==> src/rtl/alu_status_unit.sv <==
// alu_status_unit: captures ALU Z/N/V status after each flag-setting
// instruction, evaluates branch conditions for PC selection, tracks overflow
// history (sticky bit and saturating counter) and raises an overflow trap
// request that stays asserted until the control unit acknowledges it.
module alu_status_unit #(
  parameter int CNT_W  = 8,
  parameter bit BYPASS = 1'b0
) (
  input  logic             clk,
  input  logic             reset,
  input  logic             flag_we,
  input  logic             z_in,
  input  logic             n_in,
  input  logic             v_in,
  input  logic             cond_valid,
  input  logic [2:0]       cond,
  output logic             take_branch,
  output logic             z_flag,
  output logic             n_flag,
  output logic             v_flag,
  output logic             v_sticky,
  input  logic             sticky_clr,
  output logic [CNT_W-1:0] ovf_count,
  input  logic             trap_en,
  output logic             trap_req,
  input  logic             trap_ack
);

  typedef enum logic {
    IDLE = 1'b0,
    PEND = 1'b1
  } trap_state_t;

  localparam logic [CNT_W-1:0] CNT_MAX = '1;

  trap_state_t state;
  logic        ovf_evt;
  logic        trap_arm;
  logic        use_in;
  logic        src_z;
  logic        src_n;
  logic        src_v;
  logic        cond_true;

  // An overflow only counts when the instruction actually writes the flags.
  assign ovf_evt  = flag_we & v_in;
  assign trap_arm = ovf_evt & trap_en;

  // Flag register: load all three status bits together on a flag write.
  always_ff @(posedge clk) begin
    if (reset) begin
      z_flag <= 1'b0;
      n_flag <= 1'b0;
      v_flag <= 1'b0;
    end else if (flag_we) begin
      z_flag <= z_in;
      n_flag <= n_in;
      v_flag <= v_in;
    end
  end

  // Sticky overflow: a new overflow beats a simultaneous clear.
  always_ff @(posedge clk) begin
    if (reset) begin
      v_sticky <= 1'b0;
    end else if (ovf_evt) begin
      v_sticky <= 1'b1;
    end else if (sticky_clr) begin
      v_sticky <= 1'b0;
    end
  end

  // Overflow event counter: saturates at all-ones, cleared only by reset.
  always_ff @(posedge clk) begin
    if (reset) begin
      ovf_count <= '0;
    end else if (ovf_evt && (ovf_count != CNT_MAX)) begin
      ovf_count <= ovf_count + CNT_W'(1);
    end
  end

  // Trap handshake FSM: at most one pending trap; a new armed overflow
  // arriving with the ack keeps the request up instead of dropping it.
  always_ff @(posedge clk) begin
    if (reset) begin
      state    <= IDLE;
      trap_req <= 1'b0;
    end else begin
      case (state)
        IDLE: begin
          if (trap_arm) begin
            state    <= PEND;
            trap_req <= 1'b1;
          end
        end
        PEND: begin
          if (trap_ack && !trap_arm) begin
            state    <= IDLE;
            trap_req <= 1'b0;
          end
        end
        default: begin
          state    <= IDLE;
          trap_req <= 1'b0;
        end
      endcase
    end
  end

  // Branch flag source: optionally forward the flags being written this cycle.
  always_comb begin
    use_in = BYPASS && flag_we;
    src_z  = use_in ? z_in : z_flag;
    src_n  = use_in ? n_in : n_flag;
    src_v  = use_in ? v_in : v_flag;
  end

  // Branch condition decode, gated by cond_valid.
  always_comb begin
    cond_true = 1'b0;
    case (cond)
      3'b000:  cond_true = 1'b0;
      3'b001:  cond_true = 1'b1;
      3'b010:  cond_true = src_z;
      3'b011:  cond_true = ~src_z;
      3'b100:  cond_true = src_z | src_n;
      3'b101:  cond_true = ~src_z & ~src_n;
      3'b110:  cond_true = src_n;
      3'b111:  cond_true = src_v;
      default: cond_true = 1'b0;
    endcase
    take_branch = cond_valid & cond_true;
  end

endmodule
==> config.mk <==
export PLATFORM = sky130hd
export DESIGN_NAME = alu_status_unit
export DESIGN_NICKNAME = d
export VERILOG_FILES = /design/src/rtl/alu_status_unit.sv
export SDC_FILE = /design/constraint.sdc
export NUM_CORES = 1
export LEC_CHECK = 0
export CORE_MARGIN = 3
export CORE_UTILIZATION = 40
export CTS_CLUSTER_SIZE = 12
export DETAILED_ROUTE_END_ITERATION = 12
export PLACE_DENSITY = 0.78
export SLEW_MARGIN = 20
export SYNTH_ARGS = -nofsm -noshare
export SYNTH_HDL_FRONTEND = slang
export SYNTH_SLANG_ARGS = --single-unit
==> constraint.sdc <==
create_clock -name clk -period 1.6 [get_ports clk]
set_input_delay 0.16 -clock clk [delete_from_list [all_inputs] [get_ports clk]]
set_output_delay 0.16 -clock clk [all_outputs]
set_load 0.01 [all_outputs]
==> flow_metrics.py <==
metrics = {
    "status": {
        "status": "finished clean",
    },
    "worst_setup_path": {
        "timing.rr.end": "ovf_count[5]$_SDFFE_PP0P_",
        "critPathTopFamily": "buffers and inverters",
        "r2r_setup_slack_ns": 0.13,
        "crit_buf_inv": 1,
        "cp_cell_sequence": "clkdlybuf4s50_1",
        "required_ns": 1.44,
        "slowest_delay_ns": 0.59,
        "crit_arrival_ns": 1.35,
        "start_kind": "register",
        "crit_path_top_delay_cell": "clkdlybuf4s50_1",
        "path_class": "reg2out",
        "r2r_cells": 4,
        "r2r_start": "ovf_count[0]$_SDFFE_PP0P_",
        "critical_path.max_fanout": 8,
        "end_kind": "primary output",
    },
    "cells_and_area": {
        "drive_gt1_share_pct": 13.2,
        "finish.utilization_pct": 64.8,
        "nNetsFinal": 121,
        "fillers": 141,
        "syn_to_final_growth_pct": 50.3,
        "antennaDiodeCount": 0,
    },
    "grt": {
        "grt_start_max_net_pins": 15,
        "grt_first_pass_wirelength_mm": 2.47,
        "antenna_found_initial": 0,
        "grt_overflow": 0,
        "grt.total_usage_pct": 16.5,
        "grt_pass1_vias": 594,
    },
    "sta": {
        "fmax_mhz": 663,
        "report.final.setup_viol": 0,
        "worst-slew-pin-transition_ns": 0.526,
        "fin_tns_setup_ns": 0,
        "worst_clock_skew_ns": 0.000516,
        "slew_violations": 0,
        "hold_viol_final": 0,
        "min_period_ns": 1.51,
        "rsz0062_at_grt": "no",
        "slew_headroom_pct": 64.8,
        "post-route-period-util_pct": 94.2,
    },
    "synthesis": {
        "synth-simple-area-share_pct": 25.7,
        "synth_edf_count": 0,
        "synth-compound-area-share_pct": 17.7,
        "synth_top_family_by_area": "simple AND/OR/NAND/NOR gates",
        "syn_inst": 74,
        "synth_cell_type_count": 31,
        "synthAdderAreaFrac_pct": 1.90,
        "async_flop_share_pct": 0,
        "yosysTopAreaCellShare_pct": 42.7,
        "yosysTopAreaCell": "dfxtp_1",
        "mappedNetlistNets": 88,
        "synthXorXnorAreaFrac_pct": 4.00,
        "synthMuxAreaShare_pct": 6.10,
        "synth_top_flop_cell": "dfxtp_1",
        "synth.area.top_cells": "dfxtp_1 43%, mux2i_1 6.1%, nor2_1 5.7%",
        "synth.avg_cell_area_sq_um": 8.88,
        "yosysWarningCount": 0,
        "synth.cell_area_sq_um": 657,
        "ys_seq_elements": 14,
        "synth_seq_area_share_pct": 42.7,
    },
    "min_path": {
        "min_from": "v_sticky$_SDFFE_PP0P_",
        "min_to": "v_sticky$_SDFFE_PP0P_",
        "hold_class": "reg2reg",
        "hold_depth": 2,
    },
    "clock_tree": {
        "h-tree-depth": 1,
        "clock-sinks": 14,
        "insertion_delay_ns": 0.28,
        "cts-root-buf": "clkbuf_4",
        "cts_hold_buffers": 0,
        "cts_buffers": 3,
        "clockBufferDepth": 2,
        "clk_pin_slew_ns": 0.08,
        "cts_tree": "yes",
    },
    "route": {
        "vias_per_cell": 5.40,
        "dr.pass1.iters": 4,
        "drcViolationCount": 0,
        "drt-initial-drc-count": 5,
        "ant_nets": 0,
        "wl_mm": 1.58,
        "vias": 659,
        "wl_per_cell_um": 12.9,
    },
    "floorplanning": {
        "initial_utilization_pct": 43.1,
        "io_pins": 27,
        "core_sq_mm": 0.00152,
        "fp-row-count": 14,
        "die_h_um": 46.5,
        "die_w_um": 46.5,
        "die_area_sq_mm": 0.00216,
    },
    "placement": {
        "numPortBuffers": 26,
        "place.detailed.hpwl_mm": 1.24,
        "place.gp.congestion": 0.805,
    },
    "flow_run": {
        "max_cap_viol_count": 0,
    },
    "pwr": {
        "power_density_mw_per_mm2": 738,
        "leakagePower_nw": 0.378,
        "peakVddDrop_uv": 545,
    },
}
[area by class of cell]
class | count | area [sq um] | share of cell area (%)
multi-input combinational | 57 | 364 | 36.9
timing repair buffer | 30 | 283 | 28.6
sequential | 14 | 280 | 28.4
clock buffer | 4 | 36.3 | 3.68
tap | 16 | 20.0 | 2.03
inverter | 1 | 3.75 | 0.380
[repair_timing]
| item | 4_1_cts | 5_1_grt |
|---|---|---|
| endpoints found under the hold margin | 0 | 0 |
| pin swaps | 0 | 0 |
| setup buffers | 0 | 0 |
| setup endpoints to repair | 1 | 1 |
| resized for setup | 4 | 1 |
[cell usage after synthesis, types with 2 or more instances]
| cell | instances |
|---|---|
| a21oi_1 | 7 |
| a211oi_1 | 2 |
| dfxtp_1 | 14 |
| nor2_1 | 10 |
| nor3_1 | 2 |
| nand2b_1 | 3 |
| o21ai_0 | 3 |
| xor2_1 | 2 |
| nand2_1 | 4 |
| mux2i_1 | 4 |
| nand3_1 | 3 |
[metrics by stage]
stage / total power (W) / worst slack, ns / hold WS, ns / std cells / area [sq um]
after global routing: 0.000769 / 0.00859 / 0.500 / 122 / 987
final: 0.000729 / 0.0923 / 0.472 / 122 / 987
after floorplan: 0.000419 / 0.204 / 0.229 / 74 / 657
after detailed placement: 0.000488 / -0.334 / 0.467 / 118 / 958
after global placement: 0.000484 / -0.285 / 0.453 / 118 / 958
after CTS: 0.000741 / 0.0182 / 0.475 / 122 / 992
[cells in the final DEF (no fill, tap or decap), types with 2 or more instances in the layout]
master	count
a211oi_1	2
a21oi_1	7
buf_4	4
clkbuf_4	3
clkdlybuf4s50_1	23
dfxtp_1	14
dlygate4sd2_1	2
mux2i_1	4
nand2_1	4
nand2b_1	3
nand3_1	3
nor2_1	10
nor3_1	2
o21ai_0	3
xor2_1	2
[per-layer routing]
layer,wire length [um],share of wire [%],track usage [%]
met1,665,42,17.7
met2,809,51,27.5
met3,91,5.8,8.20
met4,11,0.70,6.25
met5,0,0,0
[registers in the layout, summed over array words and instances, names as in the netlist]
register,count
z_flag,1
trap_req,1
ovf_count,8
n_flag,1
v_sticky,1
state,1
v_flag,1
[cell families (layout without fill, tap and decap cells)]
kind of cell	after synthesis	count (layout)
adders and majority gates	1	1
DFF	14	14
buffers and inverters	3	35
muxes	4	4
and+or+nand+nor	31	31
xor gates and xnor gates	3	3
AOI/OAI and AO/OA	18	18
[worst max path at each step]
stage	to	from	cells after the start
2_1_floorplan	ovf_count[5]$_SDFFE_PP0P_	ovf_count[0]$_SDFFE_PP0P_	4
3_3_place_gp	take_branch	cond[2]	5
3_5_place_dp	take_branch	cond[2]	5
4_1_cts	take_branch	n_flag$_SDFFE_PP0P_	4
5_1_grt	ovf_count[7]	ovf_count[7]$_SDFFE_PP0P_	1
6_report	ovf_count[7]	ovf_count[7]$_SDFFE_PP0P_	1
[where the power goes]
group / switching [W] / internal [W] / total [W]
logic: 0.0000412 / 0.0000647 / 0.000106
clock network: 0.000115 / 0.000139 / 0.000253
registers: 0.00000985 / 0.000360 / 0.000369
total: 0.000166 / 0.000563 / 0.000729
Power figures use the tool's default switching activity.
